**src/rtl/hls_stream_packet_reader.sv**
```systemverilog
// Pops one last-terminated packet from an HLS_stream read port and replays it on a valid/ready port.
// Optional checksum: define STREAM_READER_CHECKSUM_EN to accumulate pkt_sum; otherwise pkt_sum is tied to 0.
module hls_stream_packet_reader #(
    parameter int WIDTH   = 16,
    parameter int MAX_LEN = 16
) (
    input  logic                           clk,
    input  logic                           rst,
    input  logic                           start,
    input  logic                           stream_read_ready,
    output logic                           stream_read_valid,
    input  logic [WIDTH-1:0]               stream_data_bus,
    input  logic                           stream_last_bus,
    output logic                           word_valid,
    input  logic                           word_ready,
    output logic [WIDTH-1:0]               word_data,
    output logic                           word_last,
    output logic                           busy,
    output logic                           pkt_done,
    output logic [$clog2(MAX_LEN+1)-1:0]   pkt_len,
    output logic [WIDTH-1:0]               pkt_sum,
    output logic                           pkt_err
);

    localparam int LEN_W = $clog2(MAX_LEN + 1);
    localparam logic [LEN_W-1:0] MAX_CNT = LEN_W'(MAX_LEN);

    typedef enum logic [2:0] {IDLE, ARM, FETCH, HOLD, DONE} state_t;

    state_t             state_q;
    logic [WIDTH-1:0]   word_data_q;
    logic               word_last_q;
    logic               word_valid_q;
    logic               busy_q;
    logic               done_q;
    logic               err_q;
    logic [LEN_W-1:0]   len_q;

    // The pop is a same-cycle response to the stream's ready flag, so it cannot be registered.
    assign stream_read_valid = (state_q == ARM) && stream_read_ready;

    always_ff @(posedge clk or negedge rst) begin
        if (!rst) begin
            state_q      <= IDLE;
            word_data_q  <= '0;
            word_last_q  <= 1'b0;
            word_valid_q <= 1'b0;
            busy_q       <= 1'b0;
            done_q       <= 1'b0;
            err_q        <= 1'b0;
            len_q        <= '0;
        end else begin
            done_q <= 1'b0;
            case (state_q)
                IDLE: begin
                    if (start) begin
                        state_q <= ARM;
                        busy_q  <= 1'b1;
                        len_q   <= '0;
                        err_q   <= 1'b0;
                    end
                end
                ARM: begin
                    if (stream_read_ready) begin
                        state_q <= FETCH;
                    end
                end
                FETCH: begin
                    word_data_q  <= stream_data_bus;
                    word_last_q  <= stream_last_bus;
                    word_valid_q <= 1'b1;
                    len_q        <= len_q + LEN_W'(1);
                    state_q      <= HOLD;
                end
                HOLD: begin
                    if (word_ready) begin
                        word_valid_q <= 1'b0;
                        if (word_last_q) begin
                            state_q <= DONE;
                            done_q  <= 1'b1;
                        end else if (len_q == MAX_CNT) begin
                            err_q   <= 1'b1;
                            state_q <= DONE;
                            done_q  <= 1'b1;
                        end else begin
                            state_q <= ARM;
                        end
                    end
                end
                DONE: begin
                    state_q <= IDLE;
                    busy_q  <= 1'b0;
                end
                default: begin
                    state_q <= IDLE;
                end
            endcase
        end
    end

`ifdef STREAM_READER_CHECKSUM_EN
    logic [WIDTH-1:0] sum_q;
    logic [WIDTH-1:0] sum_d;

    assign sum_d = sum_q + stream_data_bus;

    always_ff @(posedge clk or negedge rst) begin
        if (!rst) begin
            sum_q <= '0;
        end else if (state_q == IDLE && start) begin
            sum_q <= '0;
        end else if (state_q == FETCH) begin
            sum_q <= sum_d;
        end
    end

    assign pkt_sum = sum_q;
`else
    assign pkt_sum = '0;
`endif

    assign word_valid = word_valid_q;
    assign word_data  = word_data_q;
    assign word_last  = word_last_q;
    assign busy       = busy_q;
    assign pkt_done   = done_q;
    assign pkt_len    = len_q;
    assign pkt_err    = err_q;

endmodule

```
**config.mk**
```make
export PLATFORM = sky130hd
export DESIGN_NAME = hls_stream_packet_reader
export DESIGN_NICKNAME = d
export VERILOG_FILES = /design/src/rtl/hls_stream_packet_reader.sv
export SDC_FILE = /design/constraint.sdc
export NUM_CORES = 1
export LEC_CHECK = 0
export BUFFER_PORTS_ARGS = -buffer_cell sky130_fd_sc_hd__buf_2
export CORE_ASPECT_RATIO = 1.1
export CORE_UTILIZATION = 35
export CTS_BUF_LIST = sky130_fd_sc_hd__clkbuf_4 sky130_fd_sc_hd__clkbuf_8
export CTS_CLUSTER_SIZE = 30
export DETAILED_ROUTE_END_ITERATION = 8
export GPL_TIMING_DRIVEN = 1
export MAX_ROUTING_LAYER = met4
export REMOVE_ABC_BUFFERS = 1
export SKIP_CTS_REPAIR_TIMING = 1
export SYNTH_ARGS = -nofsm -noshare
export SYNTH_HDL_FRONTEND = slang
export SYNTH_SLANG_ARGS = --single-unit
```
**constraint.sdc**
```tcl
create_clock -name clk -period 2 [get_ports clk]
set_input_delay 0.1 -clock clk [delete_from_list [all_inputs] [get_ports clk]]
set_output_delay 0.1 -clock clk [all_outputs]
set_load 0.005 [all_outputs]
```
==> load_flow_metrics.sql, run 1 <==
INSERT INTO impl_metrics (metric_group, metric, value, unit) VALUES
('layout', 'finalCoreUtilization', '0.4632', ''),
('hold_path', 'endpoint_of_the_worst_hold_path', 'word_last', ''),
('placement', 'detailedPlacementHpwl', '1.868', 'mm'),
('synthesis', 'share_of_flip_flops_with_an_asynchronous_set_or_reset_after_synthesis', '1.000', ''),
('setup_path', 'timing.critical_path.slowest_stage_cell', 'sky130_fd_sc_hd__dfrtp_1', ''),
('setup_path', 'path_cells', 'inv_1 > ha_1 > nor4bb_2 > or3_1 > a311oi_1', ''),
('synthesis', 'synthCells', '112', ''),
('synthesis', 'syn-cell-area', '1414', 'µm²'),
('status', 'outcome', 'finished clean', ''),
('floorplanning', 'fp.dieW', '62.60', 'µm'),
('synthesis', 'synth-edff-count', '0', ''),
('synthesis', 'post_synthesis_cell_type_count', '29', ''),
('sta', 'setup_violators_final', '0', ''),
('setup_path', 'slowest_delay', '390', 'ps'),
('cts', 'cts_htree_levels', '2', ''),
('global_routing', 'total_global_route_track_usage', '0.1405', ''),
('setup_path', 'path_max_fanout', '4', ''),
('detailed_routing', 'total_via_count_in_the_routed_design', '958', ''),
('detailed_routing', 'routed_wire_length_per_instance', '12.39', 'µm'),
('global_routing', 'grt_pass1_wl', '4.271', 'mm'),
('hold_path', 'hold_path_depth', '2', ''),
('detailed_routing', 'drt_total_wl', '2.640', 'mm'),
('floorplanning', 'io_pins', '65', ''),
('cts', 'cts_tree', 'built', ''),
('placement', 'area_post_placement', '1633', 'µm²'),
('pwr', 'power.clock.fraction', '0.201', ''),
('cts', 'clock_latency', '280', 'ps'),
('floorplanning', 'design.die.area', '4298', 'µm²'),
('layout', 'layout.cells.non_filler', '213', ''),
('global_routing', 'number_of_antenna_violations_at_the_first_check_in_global_routing', '0', ''),
('sta', 'hold_viol_final', '0', ''),
('sta', 'rsz0062_at_grt', 'no', ''),
('layout', 'finish.net_count', '187', ''),
('cts', 'clk_pin_slew_worst_paths', '60', 'ps'),
('floorplanning', 'die_height', '68.66', 'µm'),
('pwr', 'switching_share', '0.3120', ''),
('sta', 'max_freq', '0.6639', 'GHz'),
('hold_path', 'holdCritPathClass', 'in -> reg', ''),
('setup_path', 'critPathRequiredTime', '2180', 'ps'),
('cts', 'clock-sinks', '29', ''),
('cts', 'cts_root_buffer', 'sky130_fd_sc_hd__clkbuf_8', ''),
('setup_path', 'timing.critical_path.from_type', 'flip-flop', ''),
('run', 'timing.max_cap.violations', '0', ''),
('detailed_routing', 'detailedRoute.firstPassIterationCount', '4', ''),
('sta', 'timing.clock.skew', '3.964', 'ps'),
('layout', 'layout_commonest_cell', 'sky130_fd_sc_hd__buf_2', ''),
('setup_path', 'worstPathArrival', '1690', 'ps'),
('pwr', 'power_leakage', '0.8805', 'nW'),
('detailed_routing', 'vias_per_cell', '4.498', ''),
('sta', 'final_max_slew_viol_count', '0', ''),
('synthesis', 'ys_dominant_reg_cell', 'sky130_fd_sc_hd__dfrtp_1', ''),
('floorplanning', 'num_rows', '23', ''),
('pwr', 'power.density_cell_area', '1410', 'nW/µm²'),
('layout', 'highest_count_cells_in_the_layout_ignoring_fill_and_taps', 'sky130_fd_sc_hd__buf_2 (48), sky130_fd_sc_hd__dfrtp_1 (29), sky130_fd_sc_hd__conb_1 (16)', ''),
('pwr', 'seqPwrFrac', '0.429', ''),
('setup_path', 'critPathCaptureType', 'flip-flop', ''),
('detailed_routing', 'drt_iter0_markers', '31', ''),
('sta', 'fin_crit_sh', '0.7532', ''),
('detailed_routing', 'drt.antenna.violating_nets', '0', ''),
('cts', 'cts_max_path_buffers', '2', ''),
('sta', 'slew_at_the_pin_closest_to_its_max_slew_limit', '646.8', 'ps'),
('detailed_routing', 'drcViolationCount', '0', ''),
('synthesis', 'ys.warnings.count', '0', ''),
('sta', 'final.setup.tns', '0', 'ps'),
('pwr', 'power.share.combinational', '0.370', ''),
('setup_path', 'r2r_cells', '5', ''),
('placement', 'buffer_ports.inserted', '48', ''),
('synthesis', 'postSynthRegisterBits', '29', ''),
('setup_path', 'crit_path_category', 'reg -> reg', ''),
('layout', 'filler_cell_count', '361', ''),
('synthesis', 'post_synth.cell_area_avg', '12.62', 'µm²');
==> sequential cells by signal, summed over array words and instances, names as in the netlist <==
| signal | cells |
|---|---|
| word_data | 16 |
| pkt_len | 5 |
| state_q | 3 |
| busy | 1 |
| pkt_done | 1 |
| pkt_err | 1 |
| word_last | 1 |
| word_valid | 1 |
==> cells in the mapped netlist (3+ instances only) <==
cell,count,area share
sky130_fd_sc_hd__inv_1,3,0.0080
sky130_fd_sc_hd__mux2_2,7,0.056
sky130_fd_sc_hd__dfrtp_1,29,0.51
sky130_fd_sc_hd__nor2_1,3,0.0080
sky130_fd_sc_hd__mux2_4,10,0.11
sky130_fd_sc_hd__buf_4,17,0.090
sky130_fd_sc_hd__a21oi_1,4,0.014
sky130_fd_sc_hd__o21ai_0,4,0.014
sky130_fd_sc_hd__nand2_1,6,0.016
==> worst max-delay path: cells and delay by family, from the launching register on <==
kind,cells,cell delay [ps]
AND/OR/NAND/NOR,2,510
flip-flops,1,390
adder cells (fa/ha/maj),1,190
buffers and inverters,1,90
AO/OA/AOI/OAI,1,250
==> how the worst max path moves through the flow <==
| stage | startpoint | end | slack [ps] | depth (start not counted) |
|---|---|---|---|---|
| after floorplan | state_q[0] | word_data[10] | 150 | 2 |
| after global placement | state_q[1] | word_data[10] | 550 | 3 |
| after detailed placement | pkt_len[0] | state_q[0] | 500 | 5 |
| after CTS | pkt_len[0] | state_q[0] | 490 | 5 |
| after global routing | pkt_len[0] | state_q[0] | 350 | 5 |
| final | pkt_len[0] | state_q[0] | 490 | 5 |
==> power groups by stage <==
stage	registers (mW)	logic (mW)	clock network, mW
after floorplan	1.05	0.531	0
after global placement	1.05	0.901	0
after detailed placement	1.06	0.918	0
after CTS	1.05	0.918	0.518
after global routing	1.10	1.01	0.548
final	1.05	0.905	0.491
==> per-stage QoR <==
| step | worst slack (ps) | hold slack [ps] |
|---|---|---|
| CTS | 485.6 | -140.0 |
| floorplan | 150.8 | -195.6 |
| global route | 354.6 | 32.72 |
| detailed placement | 499.5 | 170.9 |
| finish | 493.7 | 49.61 |
| global placement | 551.5 | 158.8 |
==> cell type report <==
| type | instances | area [µm²] | share of cell area |
|---|---|---|---|
| clock buffer | 7 | 90.09 | 0.05199 |
| inverter | 3 | 11.26 | 0.006498 |
| multi-input combinational | 74 | 573.1 | 0.3307 |
| sequential | 29 | 725.7 | 0.4188 |
| tap | 50 | 62.56 | 0.03610 |
| timing repair buffer | 50 | 270.3 | 0.1560 |
==> cell families (layout without fill, tap and decap cells) <==
kind of cell	Yosys count	in the layout	synth area share
xor+xnor	2	2	0.01239
mux	17	17	0.1619
simple gates	19	19	0.08142
compound gates	18	18	0.08939
flops	29	29	0.5133
buf+inv	24	60	0.1212
fa+ha+maj	2	2	0.01770
other cells	1	16	0.002652
==> routing by layer <==
layer / vias up / wire length (µm) / track usage
li1: 455 / - / -
met3: 5 / 152 / 0.05757
met2: 38 / 1253 / 0.1957
met5: - / 0 / -
met4: 0 / 46 / 0.09593
met1: 460 / 1186 / 0.1665
Note: power is estimated with default switching activity, not from simulation.
==> inputs of run 2 (changes only) <==
Settings changed: ABC_AREA from default to 1, PLACE_DENSITY from default to 0.65.
Clock period 2 ns to 1.3 ns, I/O delays scaled along.
==> run 2 against run 1 <==
  * The flow now finishes with violations (negative hold slack)
  * Critical endpoint is now pkt_err
  * Non-clock buffer count grew 15
  * Via count is 31% higher
  * Largest power group is now combinational cells
  * Final cell count grew 36%
  * First-iteration DRC count grew 19%
  * Register-to-register slack got worse by 410 ps
==> load_flow_metrics.sql, run 2 <==
INSERT INTO impl_metrics (metric_group, metric, value, unit) VALUES
('status', 'outcome', 'finished, violations left', ''),
('detailed_routing', 'drt.antenna.violating_nets', '0', ''),
('hold_path', 'endpoint_of_the_worst_hold_path', 'word_data[1]', ''),
('pwr', 'post-layout-total-power', '4.276', 'mW'),
('synthesis', 'postSynthRegisterBits', '29', ''),
('setup_path', 'critPathRequiredTime', '1480', 'ps'),
('setup_path', 'path_cells', 'inv_1 > ha_2 > nand2_1 > nor2_1 > nand2_1 > nand2_1 > nand3_1 > nand2_1 > nand2_1', ''),
('synthesis', 'synth-compound-area-share', '0.06762', ''),
('synthesis', 'synth-edff-count', '0', ''),
('layout', 'layout-area-overhead-vs-synth', '37.81', '%'),
('sta', 'final.hold.worst_slack', '-28.64', 'ps'),
('setup_path', 'path_max_fanout', '2', ''),
('placement', 'gp_congestion', '0.7657', ''),
('cts', 'clock_latency', '280', 'ps'),
('sta', 'fin_crit_sh', '0.9373', ''),
('global_routing', 'grt_pass1_wl', '4.919', 'mm'),
('sta', 'period_needed', '1218', 'ps'),
('floorplanning', 'die_height', '68.48', 'µm'),
('global_routing', 'grt_max_degree', '30', ''),
('pwr', 'worst_ir_drop_vdd', '977.5', 'µV'),
('synthesis', 'synthDominantCellAreaShare', '0.5160', ''),
('sta', 'timing.clock.skew', '4.373', 'ps'),
('sta', 'setup_violators_final', '0', ''),
('synthesis', 'post_synth_fa_ha_maj_area_fraction', '0.01779', ''),
('floorplanning', 'core_area', '3741', 'µm²'),
('synthesis', 'synth_sequential_area_ratio', '0.5160', ''),
('setup_path', 'reg2reg_setup_slack', '80', 'ps'),
('global_routing', 'overflow', '0', ''),
('pwr', 'power.density_cell_area', '2206', 'nW/µm²'),
('layout', 'post_route_cells_drive_above_1_share', '0.2958', ''),
('sta', 'max_freq', '0.8207', 'GHz'),
('global_routing', 'total_global_route_track_usage', '0.1561', ''),
('run', 'timing.max_cap.violations', '0', ''),
('layout', 'highest_count_cells_in_the_layout_ignoring_fill_and_taps', 'sky130_fd_sc_hd__nand2_1 (69), sky130_fd_sc_hd__buf_2 (48), sky130_fd_sc_hd__dfrtp_1 (26)', ''),
('cts', 'cts_htree_levels', '2', ''),
('floorplanning', 'io_pins', '65', ''),
('cts', 'clk_pin_slew_worst_paths', '60', 'ps'),
('synthesis', 'synth.area.top_cells', 'sky130_fd_sc_hd__dfrtp_1 (52%), sky130_fd_sc_hd__nand2_1 (18%), sky130_fd_sc_hd__buf_4 (8.5%)', ''),
('detailed_routing', 'total_via_count_in_the_routed_design', '1251', ''),
('layout', 'filler_cell_count', '360', ''),
('sta', 'rsz0062_at_grt', 'yes', ''),
('detailed_routing', 'detailedRoute.firstPassIterationCount', '4', ''),
('setup_path', 'crit_path_category', 'reg -> reg', ''),
('cts', 'cts_max_path_buffers', '2', ''),
('global_routing', 'number_of_antenna_violations_at_the_first_check_in_global_routing', '0', ''),
('global_routing', 'vias_in_the_first_global_route', '1174', ''),
('placement', 'area_post_placement', '1642', 'µm²'),
('detailed_routing', 'vias_per_cell', '4.314', ''),
('synthesis', 'post_synth_most_frequent_cells', 'sky130_fd_sc_hd__nand2_1 (69), sky130_fd_sc_hd__dfrtp_1 (29), sky130_fd_sc_hd__buf_4 (16), sky130_fd_sc_hd__inv_1 (16), sky130_fd_sc_hd__o21ai_0 (10)', ''),
('floorplanning', 'floorplan.initialDensity', '0.3759', ''),
('setup_path', 'timing.critical_path.from_type', 'flip-flop', ''),
('setup_path', 'cp_common_cell', 'sky130_fd_sc_hd__nand2_1', ''),
('cts', 'cts_root_buffer', 'sky130_fd_sc_hd__clkbuf_8', ''),
('hold_path', 'hold_path_depth', '3', ''),
('layout', 'layout_commonest_cell', 'sky130_fd_sc_hd__nand2_1', ''),
('sta', 'max_slew_margin', '0.5616', ''),
('sta', 'slew_at_the_pin_closest_to_its_max_slew_limit', '657.6', 'ps'),
('cts', 'cts_tree', 'built', ''),
('floorplanning', 'fp.dieW', '62.44', 'µm'),
('hold_path', 'worst_hold_startpoint', 'stream_data_bus[1]', ''),
('detailed_routing', 'drcViolationCount', '0', ''),
('setup_path', 'timing.critical_path.slowest_stage_cell', 'sky130_fd_sc_hd__dfrtp_1', ''),
('pwr', 'power_leakage', '1.085', 'nW'),
('synthesis', 'yosys.cell_count.top_type', 'sky130_fd_sc_hd__nand2_1', ''),
('synthesis', 'post_synth.cell_area_avg', '8.176', 'µm²'),
('synthesis', 'syn-cell-area', '1406', 'µm²'),
('synthesis', 'share_of_flip_flops_with_an_asynchronous_set_or_reset_after_synthesis', '1.000', ''),
('hold_path', 'holdCritPathClass', 'in -> reg', ''),
('layout', 'largest_register_ffs', '16', ''),
('cts', 'cts_made_buffers', '5', ''),
('setup_path', 'slowest_delay', '380', 'ps'),
('floorplanning', 'num_rows', '23', ''),
('setup_path', 'worstPathArrival', '1390', 'ps'),
('setup_path', 'critPathCaptureType', 'flip-flop', ''),
('layout', 'final_design_area_no_fill', '1938', 'µm²'),
('setup_path', 'crit-reg2reg-capture', 'pkt_err', ''),
('layout', 'antenna-diode-count', '0', ''),
('synthesis', 'ys.warnings.count', '0', ''),
('cts', 'clock-sinks', '29', ''),
('detailed_routing', 'drt_total_wl', '3.122', 'mm'),
('synthesis', 'main_combinational_cell_family_by_area_after_synthesis', 'simple AND/OR/NAND/NOR gates', ''),
('synthesis', 'post_synthesis_cell_type_count', '18', ''),
('synthesis', 'share_of_cell_area_taken_by_muxes_after_synthesis', '0', ''),
('synthesis', 'ys_dominant_reg_cell', 'sky130_fd_sc_hd__dfrtp_1', ''),
('placement', 'buffer_ports.inserted', '48', ''),
('floorplanning', 'design.die.area', '4276', 'µm²'),
('synthesis', 'netlist.top_cell.by_area', 'sky130_fd_sc_hd__dfrtp_1', ''),
('setup_path', 'r2r_cells', '9', ''),
('synthesis', 'synth-xor-area-share', '0', ''),
('layout', 'finish.net_count', '263', ''),
('synthesis', 'post_synth_and_or_nand_nor_area_fraction', '0.2491', ''),
('detailed_routing', 'drt_iter0_markers', '37', ''),
('placement', 'detailedPlacementHpwl', '2.096', 'mm'),
('sta', 'hold_viol_final', '6', ''),
('setup_path', 'worstReg2RegStart', 'pkt_len[1]', ''),
('status', 'failing_checks', 'negative hold slack', ''),
('detailed_routing', 'routed_wire_length_per_instance', '10.77', 'µm'),
('synthesis', 'synthCells', '172', ''),
('sta', 'final_max_slew_viol_count', '0', '');
==> run 2: cell count changes after synthesis, sizes merged, moves of 2 or more <==
| cell | previous run | this run |
|---|---|---|
| nand3 | 2 | 8 |
| a22o | 2 | 0 |
| nor2b | 2 | 0 |
| inv | 3 | 16 |
| xnor2 | 2 | 0 |
| o21ai | 4 | 12 |
| nand2 | 6 | 69 |
| o2111a | 2 | 0 |
| a211oi | 0 | 2 |
| mux2 | 17 | 0 |
| nor2 | 3 | 6 |
| a21o | 2 | 0 |
==> run 2: final cells by class <==
cell class / instances / area (µm²) / share of cell area
Inverter: 16 / 60.06 / 0.03099
Sequential cell: 29 / 729.5 / 0.3764
Timing Repair Buffer: 65 / 401.6 / 0.2072
Clock inverter: 3 / 65.06 / 0.03357
Clock buffer: 5 / 68.82 / 0.03551
Multi-Input combinational cell: 122 / 550.5 / 0.2841
Tap cell: 50 / 62.56 / 0.03228
==> run 2: layer usage <==
layer / share of wire / routed length [µm] / track usage
met3: 0.051 / 160 / 0.04333
met2: 0.50 / 1561 / 0.2554
met4: 0.015 / 47 / 0.07849
met1: 0.43 / 1352 / 0.1781
met5: 0 / 0 / -
==> run 2: metrics by stage <==
stage / TNS (ps) / instances / util / setup WS [ps]
2_1_floorplan: -2059 / 167 / - / -128.9
3_3_place_gp: 0 / 268 / 0.4388 / 47.30
3_5_place_dp: 0 / 268 / 0.4388 / 39.72
4_1_cts: 0 / 276 / 0.4746 / 15.38
5_1_grt: -44.17 / 290 / 0.5181 / -40.44
6_report: 0 / 290 / 0.5181 / 81.53
==> run 2: kinds of logic after synthesis <==
kind of cell / count (synthesis)
flops: 29
fa+ha+maj: 2
other cells: 1
buf+inv: 36
simple gates: 86
compound gates: 18
==> run 2: how the worst max path moves through the flow <==
stage,end,slack (ps),from,depth (start not counted)
final,pkt_err,80,pkt_len[1],9
after global routing,pkt_err,-40,pkt_len[1],9
after CTS,pkt_err,20,pkt_len[0],9
after detailed placement,pkt_err,40,pkt_len[0],9
after global placement,state_q[0],50,state_q[1],6
after floorplan,word_last,-130,state_q[2],5
==> run 2: critical path, delay by kind of cell (launching register included) <==
| kind | cells | cell delay (ps) |
|---|---|---|
| flops | 1 | 380 |
| simple gates | 7 | 460 |
| buf+inv | 1 | 90 |
| fa+ha+maj | 1 | 180 |
==> run 2: where the power goes <==
| group | total [mW] | internal [mW] | switching, mW | leakage (nW) |
|---|---|---|---|---|
| registers | 1.54 | 1.29 | 0.251 | 0.358 |
| logic | 1.61 | 0.703 | 0.912 | 0.659 |
| clock network | 1.12 | 0.761 | 0.360 | 0.0681 |
==> inputs of run 3 (changes only) <==
Settings changed: CAP_MARGIN from default to 20, CORE_MARGIN from default to 8.
==> run 3 against run 2 <==
  * The run still ends with negative hold slack left
  * Sequential power about the same
  * Critical path depth stayed put
  * Power decreased by 5.6%
  * Global-route usage is 4.5 points lower
  * Worst hold slack better by 16 ps
  * Routed wire length rose by 16%
  * Critical path type unchanged
  * Critical endpoint unchanged
  * Largest power group unchanged
==> load_flow_metrics.sql, run 3 (synthesis gave the netlist of run 2 again) <==
INSERT INTO impl_metrics (metric_group, metric, value, unit) VALUES
('sta', 'timing.clock.skew', '7.710', 'ps'),
('run', 'timing.max_cap.violations', '0', ''),
('detailed_routing', 'vias_per_cell', '4.308', ''),
('pwr', 'worst_ir_drop_vdd', '1077', 'µV'),
('pwr', 'power_leakage', '1.084', 'nW'),
('setup_path', 'path_max_fanout', '2', ''),
('floorplanning', 'fp.dieW', '76.44', 'µm'),
('sta', 'slew_at_the_pin_closest_to_its_max_slew_limit', '626.4', 'ps'),
('layout', 'layout_commonest_cell', 'sky130_fd_sc_hd__nand2_1', ''),
('hold_path', 'holdCritPathClass', 'in -> reg', ''),
('global_routing', 'number_of_antenna_violations_at_the_first_check_in_global_routing', '0', ''),
('pwr', 'switching_share', '0.3749', ''),
('sta', 'final.hold.worst_slack', '-12.71', 'ps'),
('setup_path', 'critPathRequiredTime', '1460', 'ps'),
('placement', 'numPlacedInstances', '272', ''),
('pwr', 'seqPwrFrac', '0.379', ''),
('pwr', 'post-layout-total-power', '4.037', 'mW'),
('sta', 'max_freq', '0.8180', 'GHz'),
('cts', 'cts_tree', 'built', ''),
('pwr', 'power.clock.fraction', '0.198', ''),
('layout', 'antenna-diode-count', '0', ''),
('global_routing', 'vias_in_the_first_global_route', '1237', ''),
('placement', 'detailedPlacementHpwl', '2.609', 'mm'),
('layout', 'layout-area-overhead-vs-synth', '35.59', '%'),
('global_routing', 'grt_pass1_wl', '5.444', 'mm'),
('placement', 'gp_congestion', '0.7894', ''),
('sta', 'fin_crit_sh', '0.9403', ''),
('status', 'failing_checks', 'negative hold slack', ''),
('floorplanning', 'design.die.area', '6305', 'µm²'),
('placement', 'dpl_worst_slack', '61.88', 'ps'),
('cts', 'cts_max_path_buffers', '2', ''),
('sta', 'setup_violators_final', '0', ''),
('pwr', 'power.share.combinational', '0.423', ''),
('setup_path', 'worstPathArrival', '1380', 'ps'),
('detailed_routing', 'drt_total_wl', '3.615', 'mm'),
('sta', 'period_needed', '1222', 'ps'),
('layout', 'largest_register_ffs', '16', ''),
('setup_path', 'critPathCaptureType', 'flip-flop', ''),
('setup_path', 'timing.critical_path.from_type', 'flip-flop', ''),
('placement', 'buffer_ports.inserted', '48', ''),
('sta', 'final_max_slew_viol_count', '0', ''),
('detailed_routing', 'total_via_count_in_the_routed_design', '1271', ''),
('detailed_routing', 'routed_wire_length_per_instance', '12.25', 'µm'),
('floorplanning', 'floorplan.initialDensity', '0.3603', ''),
('cts', 'clk_pin_slew_worst_paths', '70', 'ps'),
('detailed_routing', 'drt_iter0_markers', '51', ''),
('pwr', 'power.density_cell_area', '2117', 'nW/µm²'),
('global_routing', 'grt_max_degree', '30', ''),
('cts', 'clock-sinks', '29', ''),
('sta', 'final_critical_path_setup_slack', '77.55', 'ps'),
('layout', 'layout.cells.non_filler', '295', ''),
('detailed_routing', 'drt.antenna.violating_nets', '0', ''),
('cts', 'clock_latency', '270', 'ps'),
('pwr', 'cell_internal_pwr', '2.524', 'mW'),
('cts', 'cts_made_buffers', '5', ''),
('status', 'outcome', 'finished, violations left', ''),
('floorplanning', 'io_pins', '65', ''),
('floorplanning', 'core_area', '3904', 'µm²'),
('global_routing', 'total_global_route_track_usage', '0.1109', ''),
('detailed_routing', 'detailedRoute.firstPassIterationCount', '4', ''),
('cts', 'cts_root_buffer', 'sky130_fd_sc_hd__clkbuf_8', ''),
('floorplanning', 'num_rows', '24', ''),
('sta', 'hold_viol_final', '7', ''),
('global_routing', 'overflow', '0', ''),
('pwr', 'power_switching', '1.513', 'mW'),
('floorplanning', 'die_height', '82.48', 'µm'),
('layout', 'finish.net_count', '266', ''),
('setup_path', 'crit_path_category', 'reg -> reg', ''),
('cts', 'cts_htree_levels', '2', ''),
('layout', 'highest_count_cells_in_the_layout_ignoring_fill_and_taps', 'sky130_fd_sc_hd__nand2_1 (68), sky130_fd_sc_hd__buf_2 (48), sky130_fd_sc_hd__dfrtp_1 (28)', ''),
('layout', 'post_route_cells_drive_above_1_share', '0.3045', ''),
('detailed_routing', 'drcViolationCount', '0', ''),
('sta', 'max_slew_margin', '0.5824', '');
-- run 3: path summary, 6_finish.rpt --
kind,start,end,slack [ps],depth (start not counted)
min in group asynchronous,rst,pkt_len[3],350,2
max reg2reg,pkt_len[1],pkt_err,80,9
max in group asynchronous,rst,state_q[1],490,2
min reg2reg,word_data[8],word_data[8],480,2
min,stream_data_bus[7],word_data[7],-10,3
max,pkt_len[1],pkt_err,80,9
-- run 3: critical path, cell delays in order, from the launching register on --
cell,delay (ps)
sky130_fd_sc_hd__dfrtp_1,400
sky130_fd_sc_hd__inv_1,80
sky130_fd_sc_hd__ha_2,170
sky130_fd_sc_hd__nand2_1,50
sky130_fd_sc_hd__nor2_1,110
sky130_fd_sc_hd__nand2_1,70
sky130_fd_sc_hd__nand2_2,60
sky130_fd_sc_hd__nand3_1,60
sky130_fd_sc_hd__nand2_1,60
sky130_fd_sc_hd__nand2_1,40
-- run 3: metrics by stage --
step	utilization	instance area [µm²]	setup TNS, ps
after floorplan	-	1316	-2059
after detailed placement	0.4250	1659	0
final	0.4885	1907	0
after CTS	0.4510	1760	0
after global placement	0.4250	1659	0
after global routing	0.4885	1907	-48.79
-- run 3: area by class of cell --
type | instances | area, µm²
repair buffers | 68 | 412.9
inverters | 16 | 60.06
well taps | 52 | 65.06
clock buffers | 7 | 96.34
clock inverters | 1 | 5.005
flip-flops and latches | 29 | 726.9
multi-input cells | 122 | 540.5
fillers | 392 | 1997
-- run 3: per-layer routing --
metal | wire [µm] | global-route usage | up-vias
li1 | - | - | 639
met1 | 1472 | 0.1191 | 583
met2 | 1898 | 0.1919 | 43
met3 | 191 | 0.03463 | 6
met4 | 53 | 0.04038 | 0
met5 | 0 | - | -
-- run 3: power groups by stage --
stage               sequential (mW)  clock [mW]  combinational [mW]
floorplan                      1.55           0               0.810
global placement               1.53           0                1.54
detailed placement             1.53           0                1.57
CTS                            1.53       0.828                1.57
global route                   1.58       0.859                1.96
finish                         1.53       0.800                1.71
